**src/rtl/mem_arbiter_if.sv**
```systemverilog
// Bus bundle between the caches, the memory model and mem_arbiter.
// The slave modport is the arbiter's view; master is the cache/memory side.
interface mem_arbiter_if;
  logic        i_req;
  logic [15:0] i_addr;
  logic        d_req;
  logic        d_wr;
  logic [15:0] d_addr;
  logic [15:0] d_wdata;
  logic [15:0] mem_rdata;
  logic        mem_data_valid;
  logic        mem_en;
  logic        mem_wr;
  logic [15:0] mem_addr;
  logic [15:0] mem_wdata;
  logic [15:0] fill_data;
  logic        i_data_valid;
  logic        d_data_valid;
  logic [2:0]  fill_word;
  logic        i_done;
  logic        d_done;
  logic        i_stall;
  logic        d_stall;

  modport slave (
    input  i_req, i_addr, d_req, d_wr, d_addr, d_wdata, mem_rdata, mem_data_valid,
    output mem_en, mem_wr, mem_addr, mem_wdata, fill_data, i_data_valid,
           d_data_valid, fill_word, i_done, d_done, i_stall, d_stall
  );

  modport master (
    output i_req, i_addr, d_req, d_wr, d_addr, d_wdata, mem_rdata, mem_data_valid,
    input  mem_en, mem_wr, mem_addr, mem_wdata, fill_data, i_data_valid,
           d_data_valid, fill_word, i_done, d_done, i_stall, d_stall
  );
endinterface

```
**src/rtl/mem_arbiter.sv**
```systemverilog
// Round-robin arbiter sharing one pipelined memory port between I-cache fills
// and D-cache fills/stores; fills are 8 back-to-back reads of an aligned block.
module mem_arbiter #(
  parameter int MEM_LATENCY     = 4,
  parameter int WORDS_PER_BLOCK = 8
) (
  input  logic          clk,
  input  logic          rst,
  mem_arbiter_if.slave  bus
);

  typedef enum logic [1:0] {IDLE = 2'd0, FILL = 2'd1, WRITE = 2'd2} state_t;
  localparam logic OWN_I = 1'b0;
  localparam logic OWN_D = 1'b1;

  if (WORDS_PER_BLOCK != 8 || MEM_LATENCY < 1) begin : g_param_check
    $error("mem_arbiter: WORDS_PER_BLOCK must be 8 and MEM_LATENCY at least 1");
  end

  state_t      state, state_nxt;
  logic        owner, owner_nxt;
  logic        last_owner, last_owner_nxt;
  logic [11:0] base, base_nxt;
  logic [3:0]  issue_cnt, issue_cnt_nxt;
  logic [2:0]  ret_cnt, ret_cnt_nxt;
  logic        grant_d;
  logic        unused_ok;

  // Miss offset within the block never matters: fills always start at word 0.
  assign unused_ok = &{1'b0, bus.i_addr[3:0]};

  always_ff @(posedge clk or negedge rst) begin
    if (!rst) begin
      state      <= IDLE;
      owner      <= OWN_I;
      last_owner <= OWN_I;
      issue_cnt  <= '0;
      ret_cnt    <= '0;
    end else begin
      state      <= state_nxt;
      owner      <= owner_nxt;
      last_owner <= last_owner_nxt;
      issue_cnt  <= issue_cnt_nxt;
      ret_cnt    <= ret_cnt_nxt;
    end
  end

  always_ff @(posedge clk) begin
    base <= base_nxt;
  end

  always_comb begin
    state_nxt        = state;
    owner_nxt        = owner;
    last_owner_nxt   = last_owner;
    base_nxt         = base;
    issue_cnt_nxt    = issue_cnt;
    ret_cnt_nxt      = ret_cnt;
    grant_d          = 1'b0;
    bus.mem_en       = 1'b0;
    bus.mem_wr       = 1'b0;
    bus.mem_addr     = '0;
    bus.mem_wdata    = '0;
    bus.i_data_valid = 1'b0;
    bus.d_data_valid = 1'b0;
    bus.fill_word    = '0;
    bus.i_done       = 1'b0;
    bus.d_done       = 1'b0;

    case (state)
      IDLE: begin
        // On a tie, D wins unless it was the last one served.
        grant_d = bus.d_req & (~bus.i_req | (last_owner == OWN_I));
        if (bus.i_req || bus.d_req) begin
          owner_nxt      = grant_d;
          last_owner_nxt = grant_d;
          base_nxt       = grant_d ? bus.d_addr[15:4] : bus.i_addr[15:4];
          issue_cnt_nxt  = '0;
          ret_cnt_nxt    = '0;
          state_nxt      = (grant_d && bus.d_wr) ? WRITE : FILL;
        end
      end

      FILL: begin
        if (issue_cnt < 4'(WORDS_PER_BLOCK)) begin
          bus.mem_en    = 1'b1;
          bus.mem_addr  = {base, issue_cnt[2:0], 1'b0};
          issue_cnt_nxt = issue_cnt + 4'd1;
        end
        // Returns come back in issue order, so ret_cnt is the word index.
        if (bus.mem_data_valid) begin
          bus.i_data_valid = (owner == OWN_I);
          bus.d_data_valid = (owner == OWN_D);
          bus.fill_word    = ret_cnt;
          if (ret_cnt == 3'd7) begin
            bus.i_done    = (owner == OWN_I);
            bus.d_done    = (owner == OWN_D);
            issue_cnt_nxt = '0;
            ret_cnt_nxt   = '0;
            state_nxt     = IDLE;
          end else begin
            ret_cnt_nxt = ret_cnt + 3'd1;
          end
        end
      end

      WRITE: begin
        bus.mem_en    = 1'b1;
        bus.mem_wr    = 1'b1;
        bus.mem_addr  = bus.d_addr;
        bus.mem_wdata = bus.d_wdata;
        bus.d_done    = 1'b1;
        state_nxt     = IDLE;
      end

      default: state_nxt = IDLE;
    endcase
  end

  assign bus.fill_data = bus.mem_rdata;
  // Stalls are forced low while reset is held, like every other control output.
  assign bus.i_stall   = rst & bus.i_req & ~bus.i_done;
  assign bus.d_stall   = rst & bus.d_req & ~bus.d_done;

endmodule

```
**src/flat_wrapper.sv**
```systemverilog
// flat-port wrapper written by rule: the top's interface ports become plain ports
module mem_arbiter_flat 
#(
  parameter int MEM_LATENCY     = 4,
  parameter int WORDS_PER_BLOCK = 8
)
  (clk, rst, bus_i_req, bus_i_addr, bus_d_req, bus_d_wr, bus_d_addr, bus_d_wdata, bus_mem_rdata, bus_mem_data_valid, bus_mem_en, bus_mem_wr, bus_mem_addr, bus_mem_wdata, bus_fill_data, bus_i_data_valid, bus_d_data_valid, bus_fill_word, bus_i_done, bus_d_done, bus_i_stall, bus_d_stall);
  mem_arbiter_if bus_i ();
  input  logic clk;
  input  logic rst;
  input wire logic [$bits(bus_i.i_req)-1:0] bus_i_req;
  input wire logic [$bits(bus_i.i_addr)-1:0] bus_i_addr;
  input wire logic [$bits(bus_i.d_req)-1:0] bus_d_req;
  input wire logic [$bits(bus_i.d_wr)-1:0] bus_d_wr;
  input wire logic [$bits(bus_i.d_addr)-1:0] bus_d_addr;
  input wire logic [$bits(bus_i.d_wdata)-1:0] bus_d_wdata;
  input wire logic [$bits(bus_i.mem_rdata)-1:0] bus_mem_rdata;
  input wire logic [$bits(bus_i.mem_data_valid)-1:0] bus_mem_data_valid;
  output wire logic [$bits(bus_i.mem_en)-1:0] bus_mem_en;
  output wire logic [$bits(bus_i.mem_wr)-1:0] bus_mem_wr;
  output wire logic [$bits(bus_i.mem_addr)-1:0] bus_mem_addr;
  output wire logic [$bits(bus_i.mem_wdata)-1:0] bus_mem_wdata;
  output wire logic [$bits(bus_i.fill_data)-1:0] bus_fill_data;
  output wire logic [$bits(bus_i.i_data_valid)-1:0] bus_i_data_valid;
  output wire logic [$bits(bus_i.d_data_valid)-1:0] bus_d_data_valid;
  output wire logic [$bits(bus_i.fill_word)-1:0] bus_fill_word;
  output wire logic [$bits(bus_i.i_done)-1:0] bus_i_done;
  output wire logic [$bits(bus_i.d_done)-1:0] bus_d_done;
  output wire logic [$bits(bus_i.i_stall)-1:0] bus_i_stall;
  output wire logic [$bits(bus_i.d_stall)-1:0] bus_d_stall;
  assign bus_i.i_req = bus_i_req;
  assign bus_i.i_addr = bus_i_addr;
  assign bus_i.d_req = bus_d_req;
  assign bus_i.d_wr = bus_d_wr;
  assign bus_i.d_addr = bus_d_addr;
  assign bus_i.d_wdata = bus_d_wdata;
  assign bus_i.mem_rdata = bus_mem_rdata;
  assign bus_i.mem_data_valid = bus_mem_data_valid;
  assign bus_mem_en = bus_i.mem_en;
  assign bus_mem_wr = bus_i.mem_wr;
  assign bus_mem_addr = bus_i.mem_addr;
  assign bus_mem_wdata = bus_i.mem_wdata;
  assign bus_fill_data = bus_i.fill_data;
  assign bus_i_data_valid = bus_i.i_data_valid;
  assign bus_d_data_valid = bus_i.d_data_valid;
  assign bus_fill_word = bus_i.fill_word;
  assign bus_i_done = bus_i.i_done;
  assign bus_d_done = bus_i.d_done;
  assign bus_i_stall = bus_i.i_stall;
  assign bus_d_stall = bus_i.d_stall;
  mem_arbiter #(.MEM_LATENCY(MEM_LATENCY), .WORDS_PER_BLOCK(WORDS_PER_BLOCK)) u_core (.clk(clk), .rst(rst), .bus(bus_i));
endmodule
```
**config.mk**
```make
export PLATFORM = sky130hd
export DESIGN_NAME = mem_arbiter_flat
export DESIGN_NICKNAME = d
export VERILOG_FILES = /design/src/rtl/mem_arbiter_if.sv /design/src/rtl/mem_arbiter.sv /design/src/flat_wrapper.sv
export SDC_FILE = /design/constraint.sdc
export NUM_CORES = 1
export LEC_CHECK = 0
export CAP_MARGIN = 15
export CELL_PAD_IN_SITES_DETAIL_PLACEMENT = 0
export CELL_PAD_IN_SITES_GLOBAL_PLACEMENT = 1
export CORE_UTILIZATION = 47
export DETAILED_ROUTE_END_ITERATION = 7
export DONT_BUFFER_PORTS = 1
export PLACE_DENSITY = 0.87
export SYNTH_ARGS = -nofsm -noshare
export SYNTH_HDL_FRONTEND = slang
export SYNTH_SLANG_ARGS = --single-unit
```
**constraint.sdc**
```tcl
create_clock -name clk -period 2.9 [get_ports clk]
set_input_delay 0.29 -clock clk [delete_from_list [all_inputs] [get_ports clk]]
set_output_delay 0.29 -clock clk [all_outputs]
set_load 0.05 [all_outputs]
```
==> results_dict.tcl <==
set metrics [dict create \
    grt_remaining_overflow 0 \
    final_nets 252 \
    gp_congestion 0.800 \
    post-route-util 0.522 \
    vias 1279 \
    grt_max_degree 25 \
    grt_pass1_vias 1216 \
    synth.distinct_cells 40 \
    fillCellCount 314 \
    rows 21 \
    ys_ff_latch 22 \
    rr_endpoint "u_core.state[1]$_DFFE_PN0P_" \
    register_area_sq_um 611 \
    root_buffer "clkbuf_4" \
    drive_gt1_frac 0.241 \
    r2r_cells 5 \
    clock_power_share 0.079 \
    p_per_area_nw_per_um2 1030 \
    crit_path_end_kind "primary output" \
    slowest_delay_ns 0.52 \
    chipHeight_um 61.8 \
    path_cells "inv_1 > ha_1 > and2b_1 > a22oi_1 > nor2b_1 > buf_4" \
    portBuffers 0 \
    cts_tree "done" \
    syn_nets 249 \
    fin_crit_sh 0.872 \
    worstReg2RegStart "u_core.state[1]$_DFFE_PN0P_" \
    cp_data_required_time_ns 2.61 \
    fp.dieW_um 61.8 \
    slew_headroom 0.499 \
    peakVddDrop_mv 0.569 \
    busiest_layer "met2" \
    synth_warnings 0 \
    place_inst 215 \
    arrival_ns 2.24 \
    fmax_mhz 396 \
    h-tree-depth 1 \
    synthArstFlopShare 0.455 \
    multiInputGateArea_sq_um 866 \
    ff2ff_setup_slack_ns 0.92 \
    synth_area_per_cell_sq_um 9.77 \
    finalHoldViolations 0 \
    route.detailed.drc 0 \
    drt-total-wl_um 4200 \
    clock-skew-final_ns 0.00739 \
    hold_end "u_core.last_owner$_DFFE_PN0P_" \
    yosysTopAreaCellShare 0.214 \
    p_leak_uw 0.000723 \
    rsz0062_at_grt "no" \
    ant_nets 0 \
    syn-cell-area_sq_um 1680 \
    post_cts.repair.setup_buffers 0 \
    slew_viol_final 0 \
    synth.area.top_cells "edfxtp_1 21%, dfrtp_1 15%, mux2_2 8.0%" \
    grtUsageMet2 0.401 \
    p_int_uw 868 \
    yosysTopAreaCell "edfxtp_1" \
    startpoint_type "register" \
    grt_usage 0.213 \
    tightest_slew_ns 0.748 \
    dieArea_sq_um 3820 \
    p_seq_frac 0.281 \
    maxCapViolations 0 \
    final.setup.tns_ns 0 \
    hold_start "bus_i_req" \
    hold_depth 1 \
    p_sw_frac 0.523 \
    core-area_sq_um 3390 \
    use_met3 0.0414 \
    drt_iter0_markers 20 \
    path_max_fanout 15 \
    power_frac_comb 0.640 \
    start_util 0.496 \
    diodes 0 \
    use_met1 0.246 \
    wl_per_cell_um 19.1 \
    cts-buffers-inserted 3 \
    setup_viol 0 \
    ys_seq_area_frac 0.363 \
    synth-edff-count 12 \
    clkTransAtPathRegs_ns 0.12 \
    dp.final_hpwl_um 3300 \
    antenna_found_initial 0 \
    whs_ns 0.0780 \
    cts_buffer_depth 2 \
    status "finished clean" \
    ios 129 \
    min_period_ns 2.53 \
    ys.flop_type "edfxtp_1" \
    syn2layout_area_growth_pct 5.29 \
    clk_latency_ns 0.30 \
    crit_type "register to primary output" \
    first_pass_iters 4 \
    critPathSlowestCell "and2b_1" \
    synth_cells 172 \
    stdcell_count 220 \
    hp-class "input pin to register" \
    grt_pass1_wl_um 5790 \
    cts.sinks 22 \
    power.switching_uw 952 \
    post_drt_via_cell_ratio 5.81 \
]
## registers in the layout, summed over array words and instances, names as in the netlist
| name | cells |
|---|---|
| u_core.state | 2 |
| u_core.ret_cnt | 3 |
| u_core.issue_cnt | 4 |
| u_core.last_owner | 1 |
| u_core.base | 12 |
## cells in the final DEF, fill, tap and decap left out, drive strengths merged, types with 3 or more instances in the layout
master	count
buf	23
and2	18
nor2b	18
a22oi	15
mux2	12
edfxtp	12
dfrtp	10
inv	7
ha	7
nand2	6
nor2	5
o22ai	4
clkbuf	4
nand3	3
a22o	3
## synth_stat cells (3+ instances only)
cell       n
nand3_1    3
and2_1    18
nor2_1     5
ha_1       7
buf_2      4
nand2_1    5
buf_4     16
a22oi_1   15
a22o_1     3
nor2b_1   18
o22ai_1    4
inv_1      7
edfxtp_1  12
mux2_2    12
clkbuf_1   3
dfrtp_1   10
## area by class of cell
cell class,count,share of cell area
clock buffers,4,0.0149
inverters,7,0.0149
multi-input cells,117,0.489
flip-flops and latches,22,0.345
well taps,46,0.0325
repair buffers,24,0.103
## layer usage
layer | part of all wire | wire length [um]
met3 | 0.086 | 363
met4 | 0.0055 | 23
met1 | 0.35 | 1470
met2 | 0.56 | 2340
met5 | 0 | 0
## power by group through the flow
stage	combinational, uW	clock (uW)	sequential, uW
after global routing	1250	163	524
final	1170	143	511
after floorplan	1020	0	499
after CTS	1170	152	510
after global placement	1130	0	510
after detailed placement	1160	0	517
## worst max-delay path, delay by kind of cell (launching register included)
family	cells	cell delay [ns]
simple gates	2	0.69
buf+inv	2	0.31
compound gates	1	0.14
flops	1	0.42
fa+ha+maj	1	0.38
## through the flow
stage	cell area, sq um	setup WS, ns	total power [uW]
after floorplan	1680	0.168	1520
after global placement	1730	0.799	1640
after detailed placement	1730	0.729	1680
after CTS	1770	0.367	1840
after global routing	1770	0.205	1940
final	1770	0.372	1820
## cell families after synthesis
logic type | count (synthesis) | share of synthesized area
fa+ha+maj | 7 | 0.0521
buf+inv | 33 | 0.121
simple gates | 60 | 0.215
flops | 22 | 0.363
compound gates | 38 | 0.168
mux | 12 | 0.0804
## worst max path at each step
stage | slack, ns | to | from
floorplan | 0.17 | bus_d_stall | u_core.state[0]$_DFFE_PN0P_
global placement | 0.80 | bus_mem_en | u_core.state[1]$_DFFE_PN0P_
detailed placement | 0.73 | bus_mem_addr[7] | u_core.state[1]$_DFFE_PN0P_
CTS | 0.37 | bus_mem_addr[7] | u_core.state[1]$_DFFE_PN0P_
global route | 0.21 | bus_mem_addr[13] | u_core.state[1]$_DFFE_PN0P_
finish | 0.37 | bus_mem_addr[7] | u_core.state[1]$_DFFE_PN0P_
## repair_timing
item | in CTS | in global routing
hold buffers | 1 | 0
endpoints found under the hold margin | 10 | 0
resized for setup | 0 | 0
Power figures use the tool's default switching activity.
